$ cat src/rtl/sram_axi_pkg.sv
// Shared types and constants for the sram-like to AXI3 bridge.
package sram_axi_pkg;

    // RD is only reachable when the registered read-data option is built in.
    typedef enum logic [2:0] {
        IDLE,
        AR,
        R,
        AW,
        B,
        RD
    } state_e;

    localparam logic [1:0] AXI_BURST_INCR = 2'b01;
    localparam logic [3:0] AXI_LEN_ZERO   = 4'd0;
    localparam logic [1:0] AXI_LOCK_ZERO  = 2'd0;
    localparam logic [3:0] AXI_CACHE_ZERO = 4'd0;
    localparam logic [2:0] AXI_PROT_ZERO  = 3'd0;

    localparam logic [1:0] SIZE_B = 2'd0;
    localparam logic [1:0] SIZE_H = 2'd1;
    localparam logic [1:0] SIZE_W = 2'd2;

endpackage

$ cat src/rtl/sram_axi_bridge_if.sv
// Bundle of the sram-like request bus and the AXI3 master bus around the bridge.
// The master modport is the bridge's view (it masters AXI); slave is the surroundings.
interface sram_axi_bridge_if;
    logic        req;
    logic        wr;
    logic [1:0]  size;
    logic [31:0] addr;
    logic [31:0] wdata;
    logic [31:0] rdata;
    logic        addr_ok;
    logic        data_ok;

    logic [3:0]  arid;
    logic [31:0] araddr;
    logic [3:0]  arlen;
    logic [2:0]  arsize;
    logic [1:0]  arburst;
    logic [1:0]  arlock;
    logic [3:0]  arcache;
    logic [2:0]  arprot;
    logic        arvalid;
    logic        arready;

    logic [31:0] rdata_axi;
    logic        rvalid;
    logic        rlast;
    logic [1:0]  rresp;
    logic        rready;

    logic [3:0]  awid;
    logic [31:0] awaddr;
    logic [3:0]  awlen;
    logic [2:0]  awsize;
    logic [1:0]  awburst;
    logic [1:0]  awlock;
    logic [3:0]  awcache;
    logic [2:0]  awprot;
    logic        awvalid;
    logic        awready;

    logic [3:0]  wid;
    logic [31:0] wdata_axi;
    logic [3:0]  wstrb;
    logic        wlast;
    logic        wvalid;
    logic        wready;

    logic        bvalid;
    logic [1:0]  bresp;
    logic        bready;

    modport master (
        input  req, wr, size, addr, wdata,
        output rdata, addr_ok, data_ok,
        output arid, araddr, arlen, arsize, arburst, arlock, arcache, arprot, arvalid,
        input  arready,
        input  rdata_axi, rvalid, rlast, rresp,
        output rready,
        output awid, awaddr, awlen, awsize, awburst, awlock, awcache, awprot, awvalid,
        input  awready,
        output wid, wdata_axi, wstrb, wlast, wvalid,
        input  wready,
        input  bvalid, bresp,
        output bready
    );

    modport slave (
        output req, wr, size, addr, wdata,
        input  rdata, addr_ok, data_ok,
        input  arid, araddr, arlen, arsize, arburst, arlock, arcache, arprot, arvalid,
        output arready,
        output rdata_axi, rvalid, rlast, rresp,
        input  rready,
        input  awid, awaddr, awlen, awsize, awburst, awlock, awcache, awprot, awvalid,
        output awready,
        input  wid, wdata_axi, wstrb, wlast, wvalid,
        output wready,
        output bvalid, bresp,
        input  bready
    );
endinterface

$ cat src/rtl/sram_axi_wstrb.sv
// Byte-lane write strobe from transfer size and the low address bits.
module sram_axi_wstrb
    import sram_axi_pkg::*;
(
    input  logic [1:0] size,
    input  logic [1:0] addr_lo,
    output logic [3:0] wstrb
);
    // size 3 is not a legal sram-like size; it yields an empty strobe.
    always_comb begin
        wstrb = 4'b0000;
        case (size)
            SIZE_B:  wstrb = 4'b0001 << addr_lo;
            SIZE_H:  wstrb = 4'b0011 << {addr_lo[1], 1'b0};
            SIZE_W:  wstrb = 4'b1111;
            default: wstrb = 4'b0000;
        endcase
    end
endmodule

$ cat src/rtl/sram_axi_bridge.sv
// sram-like responder issuing one single-beat AXI3 read or write per request.
// SRAM_AXI_RDATA_REG_EN: register the R beat and return data_ok/rdata one cycle later.
module sram_axi_bridge
    import sram_axi_pkg::*;
#(
    parameter logic [3:0] ID = 4'd0
) (
    input logic clk,
    input logic resetn,
    sram_axi_bridge_if.master bus
);
    state_e      state;
    logic [31:0] addr_q;
    logic [31:0] wdata_q;
    logic [1:0]  size_q;
    logic [3:0]  wstrb_q;
    logic [3:0]  wstrb_c;
    logic        aw_done;
    logic        w_done;
    logic        arvalid_q;
    logic        rready_q;
    logic        awvalid_q;
    logic        wvalid_q;
    logic        bready_q;
    logic        aw_hs;
    logic        w_hs;
    logic        r_hs;
    logic        b_hs;
`ifdef SRAM_AXI_RDATA_REG_EN
    logic [31:0] rdata_q;
`endif

    sram_axi_wstrb u_wstrb (
        .size    (bus.size),
        .addr_lo (bus.addr[1:0]),
        .wstrb   (wstrb_c)
    );

    assign aw_hs = awvalid_q && bus.awready;
    assign w_hs  = wvalid_q && bus.wready;
    assign r_hs  = rready_q && bus.rvalid;
    assign b_hs  = bready_q && bus.bvalid;

    always_ff @(posedge clk or negedge resetn) begin
        if (!resetn) begin
            state     <= IDLE;
            addr_q    <= '0;
            wdata_q   <= '0;
            size_q    <= '0;
            wstrb_q   <= '0;
            aw_done   <= 1'b0;
            w_done    <= 1'b0;
            arvalid_q <= 1'b0;
            rready_q  <= 1'b0;
            awvalid_q <= 1'b0;
            wvalid_q  <= 1'b0;
            bready_q  <= 1'b0;
`ifdef SRAM_AXI_RDATA_REG_EN
            rdata_q   <= '0;
`endif
        end else begin
            case (state)
                IDLE: if (bus.req) begin
                    addr_q  <= bus.addr;
                    wdata_q <= bus.wdata;
                    size_q  <= bus.size;
                    wstrb_q <= wstrb_c;
                    aw_done <= 1'b0;
                    w_done  <= 1'b0;
                    if (bus.wr) begin
                        state     <= AW;
                        awvalid_q <= 1'b1;
                        wvalid_q  <= 1'b1;
                    end else begin
                        state     <= AR;
                        arvalid_q <= 1'b1;
                    end
                end
                AR: if (bus.arready) begin
                    arvalid_q <= 1'b0;
                    rready_q  <= 1'b1;
                    state     <= R;
                end
                R: if (bus.rvalid) begin
                    rready_q <= 1'b0;
`ifdef SRAM_AXI_RDATA_REG_EN
                    rdata_q  <= bus.rdata_axi;
                    state    <= RD;
`else
                    state    <= IDLE;
`endif
                end
                RD: state <= IDLE;
                AW: begin
                    // AW and W complete independently; B waits for both.
                    if (aw_hs) begin
                        awvalid_q <= 1'b0;
                        aw_done   <= 1'b1;
                    end
                    if (w_hs) begin
                        wvalid_q <= 1'b0;
                        w_done   <= 1'b1;
                    end
                    if ((aw_done || aw_hs) && (w_done || w_hs)) begin
                        bready_q <= 1'b1;
                        state    <= B;
                    end
                end
                B: if (bus.bvalid) begin
                    bready_q <= 1'b0;
                    state    <= IDLE;
                end
                default: state <= IDLE;
            endcase
        end
    end

    assign bus.addr_ok = bus.req && (state == IDLE);
`ifdef SRAM_AXI_RDATA_REG_EN
    assign bus.data_ok = (state == RD) || b_hs;
    assign bus.rdata   = rdata_q;
`else
    assign bus.data_ok = r_hs || b_hs;
    assign bus.rdata   = r_hs ? bus.rdata_axi : 32'd0;
`endif

    assign bus.arid      = ID;
    assign bus.araddr    = addr_q;
    assign bus.arlen     = AXI_LEN_ZERO;
    assign bus.arsize    = {1'b0, size_q};
    assign bus.arburst   = AXI_BURST_INCR;
    assign bus.arlock    = AXI_LOCK_ZERO;
    assign bus.arcache   = AXI_CACHE_ZERO;
    assign bus.arprot    = AXI_PROT_ZERO;
    assign bus.arvalid   = arvalid_q;
    assign bus.rready    = rready_q;

    assign bus.awid      = ID;
    assign bus.awaddr    = addr_q;
    assign bus.awlen     = AXI_LEN_ZERO;
    assign bus.awsize    = {1'b0, size_q};
    assign bus.awburst   = AXI_BURST_INCR;
    assign bus.awlock    = AXI_LOCK_ZERO;
    assign bus.awcache   = AXI_CACHE_ZERO;
    assign bus.awprot    = AXI_PROT_ZERO;
    assign bus.awvalid   = awvalid_q;

    assign bus.wid       = ID;
    assign bus.wdata_axi = wdata_q;
    assign bus.wstrb     = wstrb_q;
    assign bus.wlast     = wvalid_q;
    assign bus.wvalid    = wvalid_q;
    assign bus.bready    = bready_q;

    // Response status and rlast carry nothing for single-beat OKAY-agnostic traffic.
    logic unused_resp;
    assign unused_resp = ^{bus.rlast, bus.rresp, bus.bresp};
endmodule
$ cat src/flat_wrapper.sv
// flat-port wrapper written by rule: the top's interface ports become plain ports
module sram_axi_bridge_flat import sram_axi_pkg::*;
#(
    parameter logic [3:0] ID = 4'd0
)
  (clk, resetn, bus_req, bus_wr, bus_size, bus_addr, bus_wdata, bus_rdata, bus_addr_ok, bus_data_ok, bus_arid, bus_araddr, bus_arlen, bus_arsize, bus_arburst, bus_arlock, bus_arcache, bus_arprot, bus_arvalid, bus_arready, bus_rdata_axi, bus_rvalid, bus_rlast, bus_rresp, bus_rready, bus_awid, bus_awaddr, bus_awlen, bus_awsize, bus_awburst, bus_awlock, bus_awcache, bus_awprot, bus_awvalid, bus_awready, bus_wid, bus_wdata_axi, bus_wstrb, bus_wlast, bus_wvalid, bus_wready, bus_bvalid, bus_bresp, bus_bready);
  sram_axi_bridge_if bus_i ();
  input logic clk;
  input logic resetn;
  input wire logic [$bits(bus_i.req)-1:0] bus_req;
  input wire logic [$bits(bus_i.wr)-1:0] bus_wr;
  input wire logic [$bits(bus_i.size)-1:0] bus_size;
  input wire logic [$bits(bus_i.addr)-1:0] bus_addr;
  input wire logic [$bits(bus_i.wdata)-1:0] bus_wdata;
  output wire logic [$bits(bus_i.rdata)-1:0] bus_rdata;
  output wire logic [$bits(bus_i.addr_ok)-1:0] bus_addr_ok;
  output wire logic [$bits(bus_i.data_ok)-1:0] bus_data_ok;
  output wire logic [$bits(bus_i.arid)-1:0] bus_arid;
  output wire logic [$bits(bus_i.araddr)-1:0] bus_araddr;
  output wire logic [$bits(bus_i.arlen)-1:0] bus_arlen;
  output wire logic [$bits(bus_i.arsize)-1:0] bus_arsize;
  output wire logic [$bits(bus_i.arburst)-1:0] bus_arburst;
  output wire logic [$bits(bus_i.arlock)-1:0] bus_arlock;
  output wire logic [$bits(bus_i.arcache)-1:0] bus_arcache;
  output wire logic [$bits(bus_i.arprot)-1:0] bus_arprot;
  output wire logic [$bits(bus_i.arvalid)-1:0] bus_arvalid;
  input wire logic [$bits(bus_i.arready)-1:0] bus_arready;
  input wire logic [$bits(bus_i.rdata_axi)-1:0] bus_rdata_axi;
  input wire logic [$bits(bus_i.rvalid)-1:0] bus_rvalid;
  input wire logic [$bits(bus_i.rlast)-1:0] bus_rlast;
  input wire logic [$bits(bus_i.rresp)-1:0] bus_rresp;
  output wire logic [$bits(bus_i.rready)-1:0] bus_rready;
  output wire logic [$bits(bus_i.awid)-1:0] bus_awid;
  output wire logic [$bits(bus_i.awaddr)-1:0] bus_awaddr;
  output wire logic [$bits(bus_i.awlen)-1:0] bus_awlen;
  output wire logic [$bits(bus_i.awsize)-1:0] bus_awsize;
  output wire logic [$bits(bus_i.awburst)-1:0] bus_awburst;
  output wire logic [$bits(bus_i.awlock)-1:0] bus_awlock;
  output wire logic [$bits(bus_i.awcache)-1:0] bus_awcache;
  output wire logic [$bits(bus_i.awprot)-1:0] bus_awprot;
  output wire logic [$bits(bus_i.awvalid)-1:0] bus_awvalid;
  input wire logic [$bits(bus_i.awready)-1:0] bus_awready;
  output wire logic [$bits(bus_i.wid)-1:0] bus_wid;
  output wire logic [$bits(bus_i.wdata_axi)-1:0] bus_wdata_axi;
  output wire logic [$bits(bus_i.wstrb)-1:0] bus_wstrb;
  output wire logic [$bits(bus_i.wlast)-1:0] bus_wlast;
  output wire logic [$bits(bus_i.wvalid)-1:0] bus_wvalid;
  input wire logic [$bits(bus_i.wready)-1:0] bus_wready;
  input wire logic [$bits(bus_i.bvalid)-1:0] bus_bvalid;
  input wire logic [$bits(bus_i.bresp)-1:0] bus_bresp;
  output wire logic [$bits(bus_i.bready)-1:0] bus_bready;
  assign bus_i.req = bus_req;
  assign bus_i.wr = bus_wr;
  assign bus_i.size = bus_size;
  assign bus_i.addr = bus_addr;
  assign bus_i.wdata = bus_wdata;
  assign bus_rdata = bus_i.rdata;
  assign bus_addr_ok = bus_i.addr_ok;
  assign bus_data_ok = bus_i.data_ok;
  assign bus_arid = bus_i.arid;
  assign bus_araddr = bus_i.araddr;
  assign bus_arlen = bus_i.arlen;
  assign bus_arsize = bus_i.arsize;
  assign bus_arburst = bus_i.arburst;
  assign bus_arlock = bus_i.arlock;
  assign bus_arcache = bus_i.arcache;
  assign bus_arprot = bus_i.arprot;
  assign bus_arvalid = bus_i.arvalid;
  assign bus_i.arready = bus_arready;
  assign bus_i.rdata_axi = bus_rdata_axi;
  assign bus_i.rvalid = bus_rvalid;
  assign bus_i.rlast = bus_rlast;
  assign bus_i.rresp = bus_rresp;
  assign bus_rready = bus_i.rready;
  assign bus_awid = bus_i.awid;
  assign bus_awaddr = bus_i.awaddr;
  assign bus_awlen = bus_i.awlen;
  assign bus_awsize = bus_i.awsize;
  assign bus_awburst = bus_i.awburst;
  assign bus_awlock = bus_i.awlock;
  assign bus_awcache = bus_i.awcache;
  assign bus_awprot = bus_i.awprot;
  assign bus_awvalid = bus_i.awvalid;
  assign bus_i.awready = bus_awready;
  assign bus_wid = bus_i.wid;
  assign bus_wdata_axi = bus_i.wdata_axi;
  assign bus_wstrb = bus_i.wstrb;
  assign bus_wlast = bus_i.wlast;
  assign bus_wvalid = bus_i.wvalid;
  assign bus_i.wready = bus_wready;
  assign bus_i.bvalid = bus_bvalid;
  assign bus_i.bresp = bus_bresp;
  assign bus_bready = bus_i.bready;
  sram_axi_bridge #(.ID(ID)) u_core (.clk(clk), .resetn(resetn), .bus(bus_i));
endmodule
$ cat config.mk
export PLATFORM = sky130hd
export DESIGN_NAME = sram_axi_bridge_flat
export DESIGN_NICKNAME = d
export VERILOG_FILES = /design/src/rtl/sram_axi_pkg.sv /design/src/rtl/sram_axi_bridge_if.sv /design/src/rtl/sram_axi_wstrb.sv /design/src/rtl/sram_axi_bridge.sv /design/src/flat_wrapper.sv
export SDC_FILE = /design/constraint.sdc
export NUM_CORES = 1
export LEC_CHECK = 0
export BUFFER_PORTS_ARGS = -buffer_cell sky130_fd_sc_hd__buf_4
export CAP_MARGIN = 20
export CORE_ASPECT_RATIO = 1.75
export CORE_MARGIN = 2
export CORE_UTILIZATION = 29
export DETAILED_ROUTE_END_ITERATION = 10
export GPL_TIMING_DRIVEN = 0
export RECOVER_POWER = 50
export SYNTH_ARGS = -nofsm -noshare
export SYNTH_HDL_FRONTEND = slang
export SYNTH_SLANG_ARGS = --single-unit
$ cat constraint.sdc
create_clock -name clk -period 1.65 [get_ports clk]
set_input_delay 0.165 -clock clk [delete_from_list [all_inputs] [get_ports clk]]
set_output_delay 0.165 -clock clk [all_outputs]
set_load 0.01 [all_outputs]
# Word-level counts from Yosys, hierarchy flattened
# Cells that the tools add are included.
dict set report classes {
  addsub 0
  mul 0
  n_div 0
  magnitude_cmp 0
  n_eq_ne 15
  shifts 2
  mux 30
  n_bitwise 0
  n_reduce_logical 24
}
# operator n
set op_table {}
lappend op_table {{2-to-1 mux 32 bit} 1}
lappend op_table {{2-to-1 mux 3 bit} 5}
lappend op_table {{one-hot mux 3 bit (5 select lines)} 1}
lappend op_table {{2-to-1 mux 1 bit} 14}
lappend op_table {{one-hot mux 1 bit (2 select lines)} 7}
lappend op_table {{!= test 2 bit, second input constant} 6}
lappend op_table {{one-hot mux 4 bit (3 select lines)} 1}
lappend op_table {{AND reduction 3 bit} 4}
lappend op_table {{AND reduction 4 bit} 3}
lappend op_table {{nonzero test 2 bit} 4}
lappend op_table {{== test 3 x 2 -> 1 bit, second input constant} 2}
lappend op_table {{logical AND 1 bit} 6}
lappend op_table {{!= test 2 x 1 -> 1 bit, second input constant} 3}
lappend op_table {{AND reduction 5 bit} 1}
lappend op_table {{left shift 1 x 2 -> 4 bit, first input constant} 1}
lappend op_table {{left shift 2 x 2 -> 4 bit, first input constant} 1}
lappend op_table {{== test 3 x 1 -> 1 bit, second input constant} 1}
lappend op_table {{== test 3 bit, second input constant} 1}
lappend op_table {{zero test 3 bit} 1}
lappend op_table {{logical OR 1 bit} 3}
lappend op_table {{== test 2 x 1 -> 1 bit, second input constant} 1}
lappend op_table {{== test 2 bit, second input constant} 1}
lappend op_table {{zero test 2 bit} 1}
lappend op_table {{2-to-1 mux 2 bit} 1}
lappend op_table {{AND reduction 2 bit} 1}
dict set report word_totals {
  reg_bits 80
  latch_bits 0
  ramBits 0
  romBits 0
  input_bits 112
  mem_count 0
}

# Depth between registers and ports, before layout
# Gate-level depths: netlist of run 1.
dict set report depth {
  depth_word 5
  mapped_depth 7
  depth_no_buf 4
}

# Modules after synthesis
# Synthesis of run 1 repeated with hierarchy kept, for this count alone.
dict set report hier_totals {
  cells_unflattened 328
  area_unflattened_um2 4013.8
}
# mod n_inst cells_each area_per_inst_um2
set modules_own_cells {}
lappend modules_own_cells {sram_axi_bridge 1 320 3947.5}
lappend modules_own_cells {sram_axi_wstrb 1 8 66.3}

# Worst setup path after synthesis of run 1
# OpenSTA, ideal clock, no wires.
dict set report synth_path {
  kind {register to register}
  from {register u_core.state[2]}
  to {register u_core.wdata_q[16] (netlist: u_core.bus.wdata_axi[16])}
  arrival_time_ps 1459
  t_required_ps 1533
  path_slack_ps 75
  stages_incl_launch_ff 7
  synth_period_minus_slack_ps 1575
  path_cell_list {dfrtp_1 > buf_6 > or4b_4 > buf_2 > buf_2 > nand2_1 > nand2_1}
}
dict set report synth_between {
  elab_chain_len 2
}
# item line_no
set synth_rtl {}
lappend synth_rtl {{start, declared} sram_axi_bridge.sv:12} ;# state_e state;
lappend synth_rtl {{start signal, assigned} sram_axi_bridge.sv:46} ;# state <= IDLE;
lappend synth_rtl {{start signal, assigned} sram_axi_bridge.sv:71} ;# state <= AW;
lappend synth_rtl {{start signal, assigned} sram_axi_bridge.sv:75} ;# state <= AR;
lappend synth_rtl {{zero test 3 bit} sram_axi_bridge.sv:62} ;# case (state)
lappend synth_rtl {{AND reduction 2 bit (no line)} -}
lappend synth_rtl {{end signal, assigned} sram_axi_bridge.sv:65} ;# wdata_q <= bus.wdata;
lappend synth_rtl {{end, declared} sram_axi_bridge.sv:14} ;# logic [31:0] wdata_q;
# Every way passes these cells.
# A chain may end at the register's enable or synchronous reset.

# Worst setup path in the final report of run 1
dict set report layout_path {
  from {register u_core.state[1]}
  to {output port bus_addr_ok}
}
dict set report layout_between {
  elab_chain_len 2
}
# item line_no
set layout_rtl {}
lappend layout_rtl {{zero test 3 bit} sram_axi_bridge.sv:118} ;# assign bus.addr_ok = bus.req && (state == IDLE);
lappend layout_rtl {{logical AND 1 bit} sram_axi_bridge.sv:118}
lappend layout_rtl {{end, declared} flat_wrapper.sv:16} ;# output wire logic [$bits(bus_i.addr_ok)-1:0] bus_addr_ok;
# Every way passes these cells.

==> run metrics, run 1 <==
Total GRT Usage 16.42%; Total Wirelength 12.62 mm; maximum net fanout on the critical path 6; largest cells by area after synthesis dfrtp_1 (50%), nand2_1 (19%), buf_4 (15%); failing checks negative setup slack; Clock Sink Count 80; Crit Path Class register to output port; maxcap violations 0; TritonCTS clock tree built; Setup crit start kind register; final hold violation count 0; crit path setup slack, layout -0.07434 ns; fraction of registers with async set/reset 100.0%; Yosys cell types 27; data required time at the worst endpoint 1.48 ns; cell leakage power 3.814 nW; total die area 0.01480 sq mm; most frequent cell after synthesis nand2_1; die height 159.4 um; last weighted congestion value of the routability-driven placer 0.8063; FILL cells 1370; clock slew at reported path FFs 0.06 ns; via density per instance 4.149; cell family contributing the most delay on the critical path simple AND/OR/NAND/NOR gates; f_max 0.5799 GHz; first-pass GRT wire length 19.49 mm; # placed instances 938; CTS Buf Count 9; Worst Path Arrival 1.56 ns; number of core rows 56; input/output buffers 250; number of antenna violations at the first check in global routing 0; Synth area leader dfrtp_1; element type at the critical path end output port; fraction of layout cells with a size suffix above 1 42.82%; total number of vias 3987; leftover overflow at the end of global routing 0; flop and latch count out of synthesis 80; Root Driver clkbuf_16; number of placed I/O pins 300; terminating pin of the worst hold path u_core.bus.wdata_axi[2]; Setup Slack @ Placement -0.1712 ns; launching instance or port of the critical path u_core.state[1]; number of buffers between clock root and the deepest sink 2; Crit-path slowest cell or4b_4; combined area of all synthesized cells 0.004004 sq mm; depth of the worst register-to-register path 7; outcome finished, violations left; Synth top cells by count nand2_1 (204), dfrtp_1 (80), buf_4 (79), and3_1 (32), buf_2 (13); combined buffer and inverter count along the critical path 3; worst reg2reg endpoint u_core.bus.wdata_axi[6]; slew of the pin with the lowest slew margin 0.6667 ns; via count of the first global-routing pass 3921; flop2flop setup slack -0.04 ns; power density cells 1703 mW/mm^2; total stage count of the critical path 4; number of warnings reported in the yosys synthesis log 0; Setup Viol. Count Final 60; Detailed Route Iter0 Violations 127; largest clock skew in the final design 0.008518 ns; delay of the slowest critical-path stage 0.54 ns; Max-Slew Margin vs Limit 55.55%; detailed-placement wirelength estimate 10.12 mm; remaining routing DRC violations 0; primary flip-flop cell chosen by synthesis mapping dfrtp_1; worst min-delay path startpoint bus_wdata[2]; detail-routed net length per standard cell 13.13 um; first-pass iteration count of the detailed router 4; sequential element share of the synthesized area 50.00%; number of standard cells after synthesis 472; area overhead of the layout relative to synthesis 64.28%; post-route non-filler standard cell count 961; unrepaired setup endpoints after global routing true; critical path, cell by cell or4b_4, inv_8, buf_8, buf_6; Critical R2R Launch u_core.state[1]; part of the cycle the worst path needs 104.5%; final critical delay including setup and external delays 1.724 ns; post-synthesis area per instance 8.483 sq um; H-Tree Level Count 3; Clk Latency, worst-skew pair 0.33 ns; antenna viol nets, final 0; # nets final 894; horizontal extent of the die 92.82 um; IR drop worst, VDD 627.3 uV; Inserted Diodes 0; number of cells traversed by the worst hold path 3; Core ar. 0.01345 sq mm; count of flip-flops with a built-in enable after synthesis 0; final slew viol count 0; post-synth top area share 50.00%; type of the tightest min-delay check primary input to register; initial cell density of the core 29.76%; pin count of the biggest net entering global routing 81
per-layer routing:
metal  GRT usage, %  wire length [um]  vias to the layer above
li1               -                 -                     1983
met1          16.41              4238                     1813
met2          32.94              7279                      184
met3          3.975               979                        7
met4          3.676               119                        0
met5              0                 0                        -
worst max path at each step:
stage,endpoint
global route,bus_addr_ok
floorplan,u_core.bus.wdata_axi[16]
finish,bus_addr_ok
CTS,bus_addr_ok
detailed placement,bus_addr_ok
global placement,bus_addr_ok
state kept, by name (all words and copies together), names as in the netlist, 2 cells and up:
signal                cells
u_core.bus.araddr        32
u_core.bus.wdata_axi     32
u_core.bus.wstrb          4
u_core.size_q             2
u_core.state              3
worst register-to-register path, cell delays in order (launching register included):
cell     delay (ns)
dfrtp_2        0.43
or4b_4         0.54
inv_8          0.08
buf_4          0.17
buf_12         0.15
buf_6          0.14
nand2_1        0.06
nand2_1        0.05
metrics by stage:
step	hold WS (ns)	util [%]	power [mW]	cell area, sq um	setup TNS (ns)
global placement	0.3561	46.50	9.293	6256	-5.988
detailed placement	0.3573	46.50	9.423	6256	-6.663
CTS	0.01384	49.71	11.69	6688	-7.241
finish	0.02546	48.89	11.20	6578	-0.7787
floorplan	-0.1306	-	6.374	4161	0
global route	0.01451	48.89	12.04	6578	-4.906
kinds of logic (layout without fill, tap and decap cells):
family / Yosys count / in the layout / share of synthesized area (%)
buf+inv: 111 / 384 / 18.78
simple gates: 249 / 249 / 26.19
compound gates: 30 / 30 / 4.844
flops: 80 / 80 / 50.00
other cells: 2 / 44 / 0.1876
cell usage in the layout, fill, tap and decap left out, types with 2 or more instances in the layout:
cell type | synthesis | routed
conb_1 | 2 | 44
dfrtp_2 | 0 | 2
clkbuf_16 | 0 | 9
clkbuf_8 | 0 | 2
clkbuf_2 | 0 | 3
o21ai_1 | 3 | 3
nor2_1 | 5 | 5
nand2b_1 | 3 | 3
a21o_1 | 3 | 3
o21ai_0 | 4 | 4
o31ai_1 | 2 | 2
dfrtp_1 | 80 | 78
a32o_1 | 2 | 2
inv_1 | 6 | 6
a21oi_1 | 8 | 7
buf_8 | 0 | 2
and3_1 | 32 | 32
clkbuf_1 | 9 | 45
buf_6 | 3 | 9
a22o_1 | 3 | 3
nand2_1 | 204 | 204
a31oi_1 | 3 | 3
buf_4 | 79 | 301
where the power goes:
| group | internal (mW) | total, mW | switching [mW] |
|---|---|---|---|
| Clock | 1.22 | 1.98 | 0.758 |
| Combinational | 2.93 | 5.68 | 2.75 |
| Sequential | 2.89 | 3.55 | 0.657 |
| Total | 7.04 | 11.2 | 4.16 |
layout make-up:
| type | count | area (sq um) | share of cell area [%] |
|---|---|---|---|
| buffer | 101 | 795.8 | 12.10 |
| clock buffer | 12 | 246.5 | 3.747 |
| clock inverter | 4 | 52.55 | 0.7989 |
| inverter | 7 | 33.78 | 0.5136 |
| multi-input combinational | 323 | 1411 | 21.46 |
| sequential | 80 | 2004 | 30.47 |
| tap | 174 | 217.7 | 3.310 |
| timing repair buffer | 260 | 1815 | 27.60 |
timing repair:
item / in CTS / in global routing
hold buffers: 0 / 1
endpoints found under the hold margin: 0 / 46
pin swaps: 1 / 1
gates resized for setup: 33 / 6
endpoints found under the setup margin: 99 / 93
buffers inserted: 5 / 3
(Power assumes the default switching activity.)
==> run 2, diff against run 1 <==
==> constraint.sdc (replaced) <==
create_clock -name clk -period 1.65 [get_ports clk]
set_input_delay 0.165 -clock clk [delete_from_list [all_inputs] [get_ports clk]]
set_output_delay 0.165 -clock clk [all_outputs]
set_load 0.02 [all_outputs]
==> run metrics, run 2 (same netlist as run 1, synthesis figures left out) <==
delay of the slowest critical-path stage 0.54 ns (about the same); data required time at the worst endpoint 1.48 ns (about the same); clock slew at reported path FFs 0.06 ns (about the same); Max-Slew Margin vs Limit 55.55% (unchanged); Total Wirelength 12.62 mm (about the same); Crit-path slowest cell or4b_4; detailed-placement wirelength estimate 10.12 mm (unchanged); final total power 12.36 mW (+10%); net switching power 5.282 mW (+27%); most frequent cells in the layout buf_4 (302), nand2_1 (204), dfrtp_1 (78); outcome finished, violations left; Setup Viol. Count Final 60 (unchanged); horizontal extent of the die 92.82 um (unchanged); # placed instances 938 (unchanged); area overhead of the layout relative to synthesis 64.37% (about the same); leftover overflow at the end of global routing 0 (unchanged); critical path, cell by cell or4b_4, inv_8, buf_8, buf_6; number of buffers between clock root and the deepest sink 2 (unchanged); Clk Latency, worst-skew pair 0.33 ns (about the same); power share of the combinational group 55.3% (+4.6 points); largest clock skew in the final design 0.008518 ns (unchanged); antenna viol nets, final 0 (unchanged); Core ar. 0.01345 sq mm (unchanged); number of placed I/O pins 300 (unchanged); total number of vias 3987 (unchanged); power density cells 1879 mW/mm^2 (+10%); clock share of power 16.0% (-1.7 points); Detailed Route Iter0 Violations 127 (unchanged); first-pass iteration count of the detailed router 4 (unchanged); Setup Slack @ Placement -0.1913 ns (-0.02015 ns); cell leakage power 3.818 nW (+0.10%); via density per instance 4.149 (unchanged); Clock Sink Count 80 (unchanged); final slew viol count 0 (unchanged); number of antenna violations at the first check in global routing 0 (unchanged); maximum net fanout on the critical path 6 (unchanged); slew of the pin with the lowest slew margin 0.6667 ns (unchanged); TritonCTS clock tree built; total die area 0.01480 sq mm (unchanged); fraction of power consumed by sequential logic 28.7% (-3.0 points); worst hold-check slack 0.02546 ns (unchanged); final hold violation count 0 (unchanged); Inserted Diodes 0 (unchanged); part of the cycle the worst path needs 105.4% (+0.92 points); input/output buffers 250 (unchanged); CTS Buf Count 9 (unchanged); f_max 0.5748 GHz (-0.88%); post-route non-filler standard cell count 961 (unchanged); maxcap violations 0 (unchanged); switch share 42.72% (+5.5 points); element type at the critical path end output port; IR drop worst, VDD 637.8 uV (+1.7%); failing checks negative setup slack; leading cell type in the layout, fill and taps excluded buf_4; unrepaired setup endpoints after global routing true; detail-routed net length per standard cell 13.13 um (about the same); Worst Path Arrival 1.57 ns (about the same); initial cell density of the core 29.76% (unchanged); pin count of the biggest net entering global routing 81 (unchanged); die height 159.4 um (unchanged); # nets final 894 (unchanged); Root Driver clkbuf_16; Total GRT Usage 16.42% (unchanged); Setup crit start kind register; final critical delay including setup and external delays 1.740 ns (+0.01525 ns); number of core rows 56 (unchanged); crit path setup slack, layout -0.08959 ns (-0.01525 ns); via count of the first global-routing pass 3921 (unchanged); fraction of layout cells with a size suffix above 1 42.95% (+0.13 points); last weighted congestion value of the routability-driven placer 0.8063 (unchanged); H-Tree Level Count 3 (unchanged); first-pass GRT wire length 19.49 mm (unchanged); remaining routing DRC violations 0 (unchanged); type of the tightest min-delay check primary input to register; internal portion of total power 7.083 mW (+0.67%); Layout Utilization 48.92% (about the same); Crit Path Class register to output port
[run 2: layout make-up]
cell class / instances / area (sq um)
timing repair buffer: 260 / 1819
clock inverter: 4 / 52.55
tap: 174 / 217.7
buffer: 101 / 795.8
inverter: 7 / 33.78
sequential: 80 / 2004
multi-input combinational: 323 / 1411
clock buffer: 12 / 246.5
fill: 1370 / 6872
[run 2: stage by stage]
stage	cell area, sq um	TNS (ns)
final	6581	-0.7939
after global routing	6581	-4.921
after CTS	6688	-7.256
after detailed placement	6256	-6.683
after global placement	6256	-6.009
after floorplan	4161	0
[run 2: metal layers]
layer  share of wire [%]  wire [um]  track usage, %
met5                   0          0               0
met4                0.94        119           3.676
met3                 7.8        978           3.975
met2                  58       7280           32.94
met1                  34       4237           16.41
[run 2: path summary, 6_finish.rpt]
path                                               start                        to  slack (ns)  cells past startpoint
worst min register to register  u_core.bus.wdata_axi[18]  u_core.bus.wdata_axi[18]        0.47                      2
min in group asynchronous                         resetn     u_core.bus.araddr[10]        0.30                      2
max in group asynchronous                         resetn         u_core.bus.rready        0.31                      3
worst max register to register           u_core.state[1]   u_core.bus.wdata_axi[6]       -0.04                      7
worst min-delay path                        bus_wdata[2]   u_core.bus.wdata_axi[2]        0.03                      3
worst max-delay path                     u_core.state[1]               bus_addr_ok       -0.09                      4
[run 2: power groups by stage]
stage,Sequential [mW],Clock (mW),Combinational [mW]
after floorplan,4.52,0,2.97
after global placement,3.53,0,6.93
after detailed placement,3.58,0,7.01
after CTS,3.58,2.04,7.23
after global routing,3.69,2.13,7.38
final,3.55,1.98,6.84
[run 2: critical path: cells and delay by family (launching register included)]
family,cells,cell delay [ns]
buf+inv,3,0.28
flops,1,0.43
simple gates,1,0.54
[run 2: repair_timing]
action	in CTS	in global routing
hold buffers	0	1
endpoints found under the hold margin	0	46
setup endpoints to repair	99	95
setup buffers	5	3
cloned	0	0
pin swaps	1	1
resized for setup	33	6
